## src/rtl/fp16_normalize_pack.sv

```systemverilog
// fp16_normalize_pack: normalizes the signed 12-bit mantissa sum from the FP16 adder and
// packs it into an IEEE-754 binary16 word, one shift per cycle, valid/ready on both sides.
// Optional build macro: FP16_RNE_EN (round-to-nearest-even on the carry right-shift;
// truncation when undefined).
module fp16_normalize_pack #(
  parameter int unsigned EXP_W  = 5,
  parameter int unsigned FRAC_W = 10
) (
  input  logic                         clk,
  input  logic                         rst_n,
  input  logic                         in_valid,
  output logic                         in_ready,
  input  logic                         in_sign,
  input  logic [EXP_W-1:0]             in_exp,
  input  logic [FRAC_W+1:0]            in_mant,
  output logic                         out_valid,
  input  logic                         out_ready,
  output logic [EXP_W+FRAC_W:0]        out_result,
  output logic                         out_overflow,
  output logic                         out_zero
);

  localparam int unsigned MANT_W = FRAC_W + 2;
  localparam int unsigned IEXP_W = EXP_W + 1;
  localparam int unsigned RES_W  = EXP_W + FRAC_W + 1;
  localparam logic [IEXP_W-1:0] EXP_ONE = IEXP_W'(1);
  localparam logic [IEXP_W-1:0] EXP_INF = IEXP_W'((2 ** EXP_W) - 1);

  typedef enum logic [1:0] {
    S_IDLE,
    S_CARRY,
    S_SHIFT,
    S_DONE
  } state_e;

  state_e               state_q;
  logic                 in_ready_q;
  logic                 out_valid_q;
  logic [RES_W-1:0]     result_q;
  logic                 overflow_q;
  logic                 zero_q;
  logic                 sign_q;
  logic [IEXP_W-1:0]    exp_q;
  logic [MANT_W-1:0]    mant_q;

  logic [IEXP_W-1:0]    in_exp_d;
  logic [MANT_W-1:0]    carry_mant_d;
  logic [IEXP_W-1:0]    carry_exp_d;
  logic [MANT_W-1:0]    shift_mant_d;
  logic [IEXP_W-1:0]    shift_exp_d;

  assign in_ready     = in_ready_q;
  assign out_valid    = out_valid_q;
  assign out_result   = result_q;
  assign out_overflow = overflow_q;
  assign out_zero     = zero_q;

  // Input exponent widened by one bit; a zero exponent behaves as 1.
  always_comb begin
    in_exp_d = (in_exp == '0) ? EXP_ONE : {1'b0, in_exp};
  end

  // Carry step: right shift by one with optional round-to-nearest-even of the dropped bit.
  always_comb begin
    carry_mant_d = mant_q >> 1;
    carry_exp_d  = exp_q + EXP_ONE;
`ifdef FP16_RNE_EN
    if (mant_q[0] && carry_mant_d[0]) begin
      carry_mant_d = carry_mant_d + MANT_W'(1);
      // Rounding carried into bit 11: renormalize in the same cycle.
      if (carry_mant_d[MANT_W-1]) begin
        carry_mant_d = carry_mant_d >> 1;
        carry_exp_d  = carry_exp_d + EXP_ONE;
      end
    end
`endif
  end

  // Left-normalize step: one position per cycle.
  always_comb begin
    shift_mant_d = mant_q << 1;
    shift_exp_d  = exp_q - EXP_ONE;
  end

  // Control FSM with datapath registers and registered outputs.
  always_ff @(posedge clk or negedge rst_n) begin
    if (!rst_n) begin
      state_q     <= S_IDLE;
      in_ready_q  <= 1'b1;
      out_valid_q <= 1'b0;
      result_q    <= '0;
      overflow_q  <= 1'b0;
      zero_q      <= 1'b0;
      sign_q      <= 1'b0;
      exp_q       <= '0;
      mant_q      <= '0;
    end else begin
      case (state_q)
        S_IDLE: begin
          if (in_valid) begin
            sign_q     <= in_sign;
            exp_q      <= in_exp_d;
            mant_q     <= in_mant;
            in_ready_q <= 1'b0;
            overflow_q <= 1'b0;
            zero_q     <= 1'b0;
            if (in_mant == '0) begin
              result_q    <= '0;
              zero_q      <= 1'b1;
              out_valid_q <= 1'b1;
              state_q     <= S_DONE;
            end else if (in_exp_d == EXP_INF) begin
              result_q    <= {in_sign, EXP_INF[EXP_W-1:0], FRAC_W'(0)};
              overflow_q  <= 1'b1;
              out_valid_q <= 1'b1;
              state_q     <= S_DONE;
            end else if (in_mant[MANT_W-1]) begin
              state_q <= S_CARRY;
            end else if (in_mant[FRAC_W]) begin
              result_q    <= {in_sign, in_exp_d[EXP_W-1:0], in_mant[FRAC_W-1:0]};
              out_valid_q <= 1'b1;
              state_q     <= S_DONE;
            end else begin
              state_q <= S_SHIFT;
            end
          end
        end

        S_CARRY: begin
          mant_q      <= carry_mant_d;
          exp_q       <= carry_exp_d;
          out_valid_q <= 1'b1;
          state_q     <= S_DONE;
          if (carry_exp_d >= EXP_INF) begin
            result_q   <= {sign_q, EXP_INF[EXP_W-1:0], FRAC_W'(0)};
            overflow_q <= 1'b1;
          end else begin
            result_q <= {sign_q, carry_exp_d[EXP_W-1:0], carry_mant_d[FRAC_W-1:0]};
          end
        end

        S_SHIFT: begin
          if (exp_q == EXP_ONE) begin
            // Entered at the minimum exponent: no room to shift, emit subnormal as is.
            result_q    <= {sign_q, EXP_W'(0), mant_q[FRAC_W-1:0]};
            out_valid_q <= 1'b1;
            state_q     <= S_DONE;
          end else begin
            mant_q <= shift_mant_d;
            exp_q  <= shift_exp_d;
            if (shift_mant_d[FRAC_W]) begin
              result_q    <= {sign_q, shift_exp_d[EXP_W-1:0], shift_mant_d[FRAC_W-1:0]};
              out_valid_q <= 1'b1;
              state_q     <= S_DONE;
            end else if (shift_exp_d == EXP_ONE) begin
              result_q    <= {sign_q, EXP_W'(0), shift_mant_d[FRAC_W-1:0]};
              out_valid_q <= 1'b1;
              state_q     <= S_DONE;
            end
          end
        end

        S_DONE: begin
          if (out_ready) begin
            out_valid_q <= 1'b0;
            in_ready_q  <= 1'b1;
            state_q     <= S_IDLE;
          end
        end

        default: begin
          state_q     <= S_IDLE;
          in_ready_q  <= 1'b1;
          out_valid_q <= 1'b0;
        end
      endcase
    end
  end

endmodule

```

## config.mk

```make
export PLATFORM = sky130hd
export DESIGN_NAME = fp16_normalize_pack
export DESIGN_NICKNAME = d
export VERILOG_FILES = /design/src/rtl/fp16_normalize_pack.sv
export SDC_FILE = /design/constraint.sdc
export NUM_CORES = 1
export LEC_CHECK = 0
export BUFFER_PORTS_ARGS = -buffer_cell sky130_fd_sc_hd__buf_4
export CAP_MARGIN = 20
export CORE_MARGIN = 5
export CORE_UTILIZATION = 28
export CTS_BUF_LIST = sky130_fd_sc_hd__clkbuf_16
export DETAILED_ROUTE_END_ITERATION = 10
export GPL_ROUTABILITY_DRIVEN = 0
export HOLD_SLACK_MARGIN = 0.05
export PLACE_DENSITY = 0.47
export SYNTH_ARGS = -nofsm -noshare
export SYNTH_HDL_FRONTEND = slang
export SYNTH_SLANG_ARGS = --single-unit
```

## constraint.sdc

```tcl
create_clock -name clk -period 3.81 [get_ports clk]
set_clock_uncertainty 0.05 [all_clocks]
set_input_delay 0.762 -clock clk [delete_from_list [all_inputs] [get_ports clk]]
set_output_delay 0.762 -clock clk [all_outputs]
set_load 0.02 [all_outputs]
```

### Word level (Yosys, flattened, before mapping)

Cells that the tools add are included.

| storage, ports and cells | value |
|---|---|
| output and inout port bits | 20 |
| register bits | 41 |

| cells by class | value |
|---|---|
| add/sub/neg operators | 2 |
| $lt $le $gt $ge | 1 |
| muxes and demuxes | 46 |
| reduce and logical (&&, ||, !) cells | 13 |
| eq/ne operators | 13 |

Operator list:

| kind | number |
|---|---|
| $mux 16 | 8 |
| $pmux 16 s3 | 1 |
| $pmux 12 s3 | 1 |
| $mux 12 | 2 |
| $pmux 6 s3 | 1 |
| $mux 1 | 17 |
| $mux 2 | 8 |
| $mux 15 | 1 |
| $eq 6x1->1 const B | 2 |
| $logic_not 12->1 | 1 |
| $mux 6 | 2 |
| $ne 4x4->1 const B | 3 |
| $reduce_and 3->1 | 4 |
| $reduce_and 5->1 | 2 |
| $ne 2x2->1 const B | 4 |
| $pmux 2 s4 | 1 |
| $add 6x1->6 const B | 1 |
| $ge 6x5->1 const B | 1 |
| $sub 6x1->6 const B | 1 |
| $eq 5x5->1 const B | 1 |
| $logic_not 5->1 | 1 |
| $mux 5 | 1 |
| $eq 2x2->1 const B | 2 |
| $pmux 1 s2 | 2 |
| 6 further kinds | 7 |

### Longest topological paths before layout

| logic depth | value |
|---|---|
| depth in word-level cells | 8 |
| depth in mapped cells | 10 |

### Least setup slack after synthesis

Ideal clock, no wire load.

| timing path | value |
|---|---|
| path kind | reg2reg |
| start point | register exp_q[0] |
| end point | register result_q[10] (netlist: out_result[10]) |
| data required time | 3.635 ns |
| period minus slack after synthesis | 2.550 ns |
| buffers on the path | 2 |
| stages on the path, launching flop included | 10 |
| data arrival time | 2.375 ns |
| library setup time | 0.125 ns |
| slack | 1.260 ns |
| cells stage by stage | dfrtp_1 clkbuf_1 inv_1 ha_1 xor2_1 or4_1 o31ai_2 and3_1 buf_6 mux2_2 |

| on the way | value |
|---|---|
| word-level cells in the longest chain between the ends | 4 |
| elaborated cells between the ends (all ways) | 11 |
| those cells by class | add/sub (2); order compare (1); eq/ne (3); mux (4); reduce/logical (1) |

RTL lines:

| item | RTL line | RTL |
|---|---|---|
| from (decl) | 43 | `logic [IEXP_W-1:0] exp_q;` |
| from (signal assigned) | 102 | `exp_q <= in_exp_d;` |
| from (signal assigned) | 131 | `exp_q <= carry_exp_d;` |
| from (signal assigned) | 150 | `exp_q <= shift_exp_d;` |
| $add 6x1->6 or $sub 6x1->6 (tied branches) | 66, 82 |  |
| $ge 6x5->1, or another cell as far along | 134 | `if (carry_exp_d >= EXP_INF) begin` |
| $mux 15, or another cell as far along | 134 |  |
| $pmux 16 s3 or $reduce_and 5->1 (tied branches) | n/a |  |
| to (signal assigned) | 135 | `result_q <= {sign_q, EXP_INF[EXP_W-1:0], FRAC_W'(0)};` |
| to (signal assigned) | 138 | `result_q <= {sign_q, carry_exp_d[EXP_W-1:0], carry_mant_d[FRAC_W-1:0]};` |
| to (signal assigned) | 145 | `result_q <= {sign_q, EXP_W'(0), mant_q[FRAC_W-1:0]};` |
| to (decl) | 39 | `logic [RES_W-1:0] result_q;` |

Several ways; a longest one is shown, not always the timed one.
A chain may end at the register's enable or synchronous reset.

### Worst setup path after layout

| timing path | value |
|---|---|
| start point | register exp_q[0] |
| end point | register result_q[1] (netlist: out_result[1]) |

| on the way | value |
|---|---|
| word-level cells in the longest chain between the ends | 4 |
| elaborated cells between the ends (all ways) | 10 |
| those cells by class | add/sub (2); order compare (1); eq/ne (3); mux (3); reduce/logical (1) |

RTL lines:

| item | RTL line |
|---|---|
| $add 6x1->6 or $sub 6x1->6 (tied branches) | 66, 82 |
| $ge 6x5->1 or $eq 6x1->1 (tied branches) | 134, 155 |
| $mux 15 or $ne 4x4->1 (tied branches) | n/a |
| $pmux 16 s3 or $reduce_and 5->1 (tied branches) | n/a |

Several ways; a longest one is shown, not always the timed one.

==> report_table.html <==
<table>
<tr><th>Metric</th><th>Value</th></tr>
<tr><th colspan="2">Timing</th></tr>
<tr><td>Transition time at the pin with the least slew margin</td><td>1086 ps</td></tr>
<tr><td>Count of final max-slew check failures</td><td>0</td></tr>
<tr><td>Accumulated negative setup slack</td><td>0 ps</td></tr>
<tr><td>Final setup violation count</td><td>0</td></tr>
<tr><td>Maximum achievable frequency</td><td>~330 MHz</td></tr>
<tr><td>Final period demand of the worst path</td><td>~3000 ps</td></tr>
<tr><td>Final Hold Violating Endpoints</td><td>0</td></tr>
<tr><td>Setup repair after global routing missed its margin</td><td>no</td></tr>
<tr><td>Fin worst setup slack</td><td>roughly 790 ps</td></tr>
<tr><td>Max-slew headroom</td><td>0.2724</td></tr>
<tr><td>Fraction of the cycle the final worst path needs</td><td>0.7938</td></tr>
<tr><th colspan="2">Clock network</th></tr>
<tr><td>Maximum root-to-sink buffer count</td><td>2</td></tr>
<tr><td>Setup Buffers After CTS</td><td>0</td></tr>
<tr><td>Number of buffers created by CTS</td><td>5</td></tr>
<tr><td>Buffer type at the clock tree root</td><td>sky130_fd_sc_hd__clkbuf_16</td></tr>
<tr><td>Clock slew seen by the registers of the worst setup and hold paths</td><td>60 ps</td></tr>
<tr><td>TritonCTS clock tree</td><td>yes</td></tr>
<tr><td>Clock Latency Late Sink</td><td>about 280 ps</td></tr>
<tr><td>Hold-fix buffer count after cts</td><td>0</td></tr>
<tr><td>Resized Gates After CTS</td><td>0</td></tr>
<tr><td>Count of clock tree sinks</td><td>a little over 40</td></tr>
<tr><td>Deepest level of the CTS H-tree</td><td>2</td></tr>
<tr><th colspan="2">Power and ir drop</th></tr>
<tr><td>Largest vdd supply drop</td><td>between 0.0003 and 0.0004 V</td></tr>
<tr><td>Post-route total power</td><td>~3.4 mW</td></tr>
<tr><td>Total leakage power</td><td>1.480 nW</td></tr>
<tr><td>Areal power density over the cells</td><td>about 1100 nW/um^2</td></tr>
<tr><th colspan="2">Placed design</th></tr>
<tr><td>Port-buffer cells</td><td>a little over 40</td></tr>
<tr><td>Final HPWL from detailed placement</td><td>around 5400 um</td></tr>
<tr><td>Worst setup timing slack at the placement stage</td><td>about 770 ps</td></tr>
<tr><td>DP Cell Count</td><td>~460</td></tr>
<tr><th colspan="2">Drt</th></tr>
<tr><td>Detail-routed net length per standard cell</td><td>about 16 um</td></tr>
<tr><td>Residual DRC count</td><td>0</td></tr>
<tr><td>Iteration-0 DRC count of the detailed router</td><td>between 150 and 200</td></tr>
<tr><td>Sum of routed wire length over all layers</td><td>around 7500 um</td></tr>
<tr><td>Antenna-violating nets left</td><td>0</td></tr>
<tr><td>Ratio of routed vias to standard cells</td><td>just over 5</td></tr>
<tr><td>Count of vias placed by the detailed router</td><td>2362</td></tr>
<tr><td>Number of detailed-route iterations in the first pass</td><td>6</td></tr>
<tr><th colspan="2">Finish</th></tr>
<tr><td>Number of nets in the layout</td><td>367</td></tr>
<tr><td>Share of cells above drive strength 1</td><td>0.1893</td></tr>
<tr><td>ANT cells</td><td>0</td></tr>
<tr><td>Layout Cells excl Fill</td><td>~470</td></tr>
<tr><td>Total area of sequential cells</td><td>1027 sq um</td></tr>
<tr><td>Filler Cell Count</td><td>966</td></tr>
<tr><td>Area used by multi-input combinational logic</td><td>1503 sq um</td></tr>
<tr><td>Highest-count cells in the layout ignoring fill and taps</td><td>45 x sky130_fd_sc_hd__nand2_1, 44 x sky130_fd_sc_hd__buf_4, 40 x sky130_fd_sc_hd__dfrtp_1, 30 x sky130_fd_sc_hd__o21ai_0, 21 x sky130_fd_sc_hd__mux2i_1</td></tr>
<tr><td>Most common cell after layout, fill and taps aside</td><td>sky130_fd_sc_hd__nand2_1</td></tr>
<tr><td>Synth-to-layout area growth</td><td>20.90%</td></tr>
<tr><th colspan="2">Worst setup path</th></tr>
<tr><td>Slack of the worst reg-to-reg path</td><td>~790 ps</td></tr>
<tr><td>Largest stage delay on the critical path</td><td>a little over 600 ps</td></tr>
<tr><td>Critical Path Start Type</td><td>flip-flop</td></tr>
<tr><td>Cells on worst reg2reg path</td><td>8</td></tr>
<tr><td>Reg-to-reg critical path startpoint</td><td>exp_q[0]$_DFFE_PN0P_</td></tr>
<tr><td>Crit end category</td><td>flip-flop</td></tr>
<tr><td>Maximum fanout count along the critical path</td><td>12</td></tr>
<tr><td>Cell at the slowest stage of the critical path</td><td>sky130_fd_sc_hd__and3_1</td></tr>
<tr><td>Type of the setup path with the least slack</td><td>reg2reg</td></tr>
<tr><td>Critical Path, Cell by Cell</td><td>inv_1, ha_1, xor2_1, or4_1, o31ai_2, and3_1, buf_4, mux2i_1</td></tr>
<tr><td>Required @ worst endpoint</td><td>about 4000 ps</td></tr>
<tr><td>Critical register-to-register path endpoint</td><td>out_result[1]$_DFFE_PN0P_</td></tr>
<tr><td>WP data arrival</td><td>approximately 3200 ps</td></tr>
<tr><th colspan="2">Synth</th></tr>
<tr><td>Cells after synthesis</td><td>306</td></tr>
<tr><td>Number of flip-flops and latches in the synthesized netlist</td><td>41</td></tr>
<tr><td>Library cells used by synthesis</td><td>45</td></tr>
<tr><td>Cell area after synthesis</td><td>about 2700 sq um</td></tr>
<tr><td>Number of warnings reported in the yosys synthesis log</td><td>0</td></tr>
<tr><td>Most area-hungry cell type in the Yosys netlist</td><td>sky130_fd_sc_hd__dfrtp_1</td></tr>
<tr><td>Fraction of the yosys area taken by sequential cells</td><td>0.3804</td></tr>
<tr><td>Average cell area after synthesis</td><td>~8.8 sq um</td></tr>
<tr><td>Net count after synthesis</td><td>between 300 and 400</td></tr>
<tr><td>Area share of the largest cell type after synthesis</td><td>0.3707</td></tr>
<tr><td>Dominant cells by area after synthesis</td><td>sky130_fd_sc_hd__dfrtp_1 37%, sky130_fd_sc_hd__mux2i_1 7.8%, sky130_fd_sc_hd__nand2_1 6.3%, sky130_fd_sc_hd__o21ai_0 5.6%, sky130_fd_sc_hd__ha_1 3.7%</td></tr>
<tr><th colspan="2">Floorplan</th></tr>
<tr><td>Effective utilization at floorplan</td><td>0.2895</td></tr>
<tr><td>Die area</td><td>about 12000 sq um</td></tr>
<tr><td>Number of top-level pins</td><td>42</td></tr>
<tr><td>Die Ht</td><td>about 110 um</td></tr>
<tr><td>Core ar.</td><td>9328 sq um</td></tr>
<tr><td>Number of standard-cell rows in the floorplan</td><td>35</td></tr>
<tr><td>Die X</td><td>approximately 110 um</td></tr>
<tr><th colspan="2">GRT</th></tr>
<tr><td>Global-route total usage across every layer</td><td>0.1320</td></tr>
<tr><td>Remaining Overflow, GRT</td><td>0</td></tr>
<tr><td>Wire length of the first global-routing pass</td><td>around 12000 um</td></tr>
<tr><td>Number of global-route vias before repair</td><td>about 2400</td></tr>
<tr><td>Antenna violations before repair</td><td>0</td></tr>
<tr><td>Largest net degree at the start of global routing</td><td>42</td></tr>
<tr><th colspan="2">Run</th></tr>
<tr><td>Max-capacitance violation count</td><td>0</td></tr>
<tr><th colspan="2">Run status</th></tr>
<tr><td>Run status</td><td>completed</td></tr>
<tr><th colspan="2">Worst hold path</th></tr>
<tr><td>Class of the tightest hold or removal check</td><td>in2async</td></tr>
</table>
==> critical path: cells and delay by family, from the launching register on <==
kind / cells / cell delay (ps)
buffers and inverters: 2 / 400
and+or+nand+nor: 2 / 1130
adders and majority gates: 1 / 230
xor gates and xnor gates: 1 / 170
muxes: 1 / 200
DFF: 1 / 510
AOI/OAI and AO/OA: 1 / 250
==> final cells by class <==
type | instances | share of cell area
clock buffers | 5 | 0.03833
repair buffers | 45 | 0.1073
clock inverters | 3 | 0.01150
well taps | 129 | 0.04944
inverters | 16 | 0.01840
flip-flops and latches | 41 | 0.3147
multi-input cells | 228 | 0.4603
==> routing by layer <==
layer,share of wire,up-vias,track usage
li1,-,1172,-
met1,0.48,1119,0.1809
met2,0.46,63,0.2078
met3,0.042,8,0.02388
met4,0.017,0,0.04869
met5,0,-,0
==> registers in the layout (all words and copies together), names as in the netlist <==
register and flops:
exp_q 6, out_overflow 1, in_ready 1, sign_q 1
state_q 2, out_valid 1, out_result 16, mant_q 12
out_zero 1
==> report_power, final <==
group,leakage [nW],internal (mW),switching (mW)
logic,0.893,0.873,1.22
registers,0.505,0.665,0.200
clock network,0.0826,0.305,0.174
==> per-stage QoR <==
step                      cell area (sq um)  utilization  hold WS, ps
after detailed placement               3102       0.3325        426.2
after global placement                 3102       0.3325        414.9
after CTS                              3264       0.3500        439.3
after floorplan                        2700            -        400.2
after global routing                   3264       0.3500        454.5
final                                  3264       0.3500        409.9
==> logic make-up (layout without fill, tap and decap cells) <==
family,after synthesis,count (layout),synth area share
buffers and inverters,37,69,0.06302
and+or+nand+nor,98,98,0.1705
muxes,30,30,0.1154
adders and majority gates,8,8,0.03707
xor gates and xnor gates,5,5,0.01622
AOI/OAI and AO/OA,87,87,0.2173
DFF,41,41,0.3804
==> how the worst max path moves through the flow <==
stage	from	endpoint	slack, ps	depth (start not counted)
detailed placement	exp_q[0]$_DFFE_PN0P_	out_result[1]$_DFFE_PN0P_	770	8
floorplan	exp_q[0]$_DFFE_PN0P_	out_result[10]$_DFFE_PN0P_	1260	9
CTS	exp_q[0]$_DFFE_PN0P_	out_result[1]$_DFFE_PN0P_	760	8
global route	exp_q[0]$_DFFE_PN0P_	out_result[1]$_DFFE_PN0P_	620	8
global placement	exp_q[0]$_DFFE_PN0P_	out_result[2]$_DFFE_PN0P_	880	8
finish	exp_q[0]$_DFFE_PN0P_	out_result[1]$_DFFE_PN0P_	790	8
==> cell usage after synthesis (all sizes together) <==
library cell	number
nor2b	6
a21oi	11
o221ai	1
o211ai	4
ha	8
a31oi	10
o21ai	30
nand2	45
nand2b	3
a21o	3
nor4	5
o31ai	1
xnor2	2
buf	6
a22oi	6
nand3	16
nand3b	1
xor2	3
a31o	1
o31a	2
o21a	1
a2111oi	1
dfrtp	40
a221o	1
a41o	1
and2	1
a222oi	9
o22a	1
inv	16
mux2i	21
mux2	9
or4	2
and3	4
nor3b	1
or2	2
dfstp	1
nor3	2
a311o	1
clkbuf	15
nor2	9
a211oi	3
or3	1
Power figures use the tool's default switching activity.
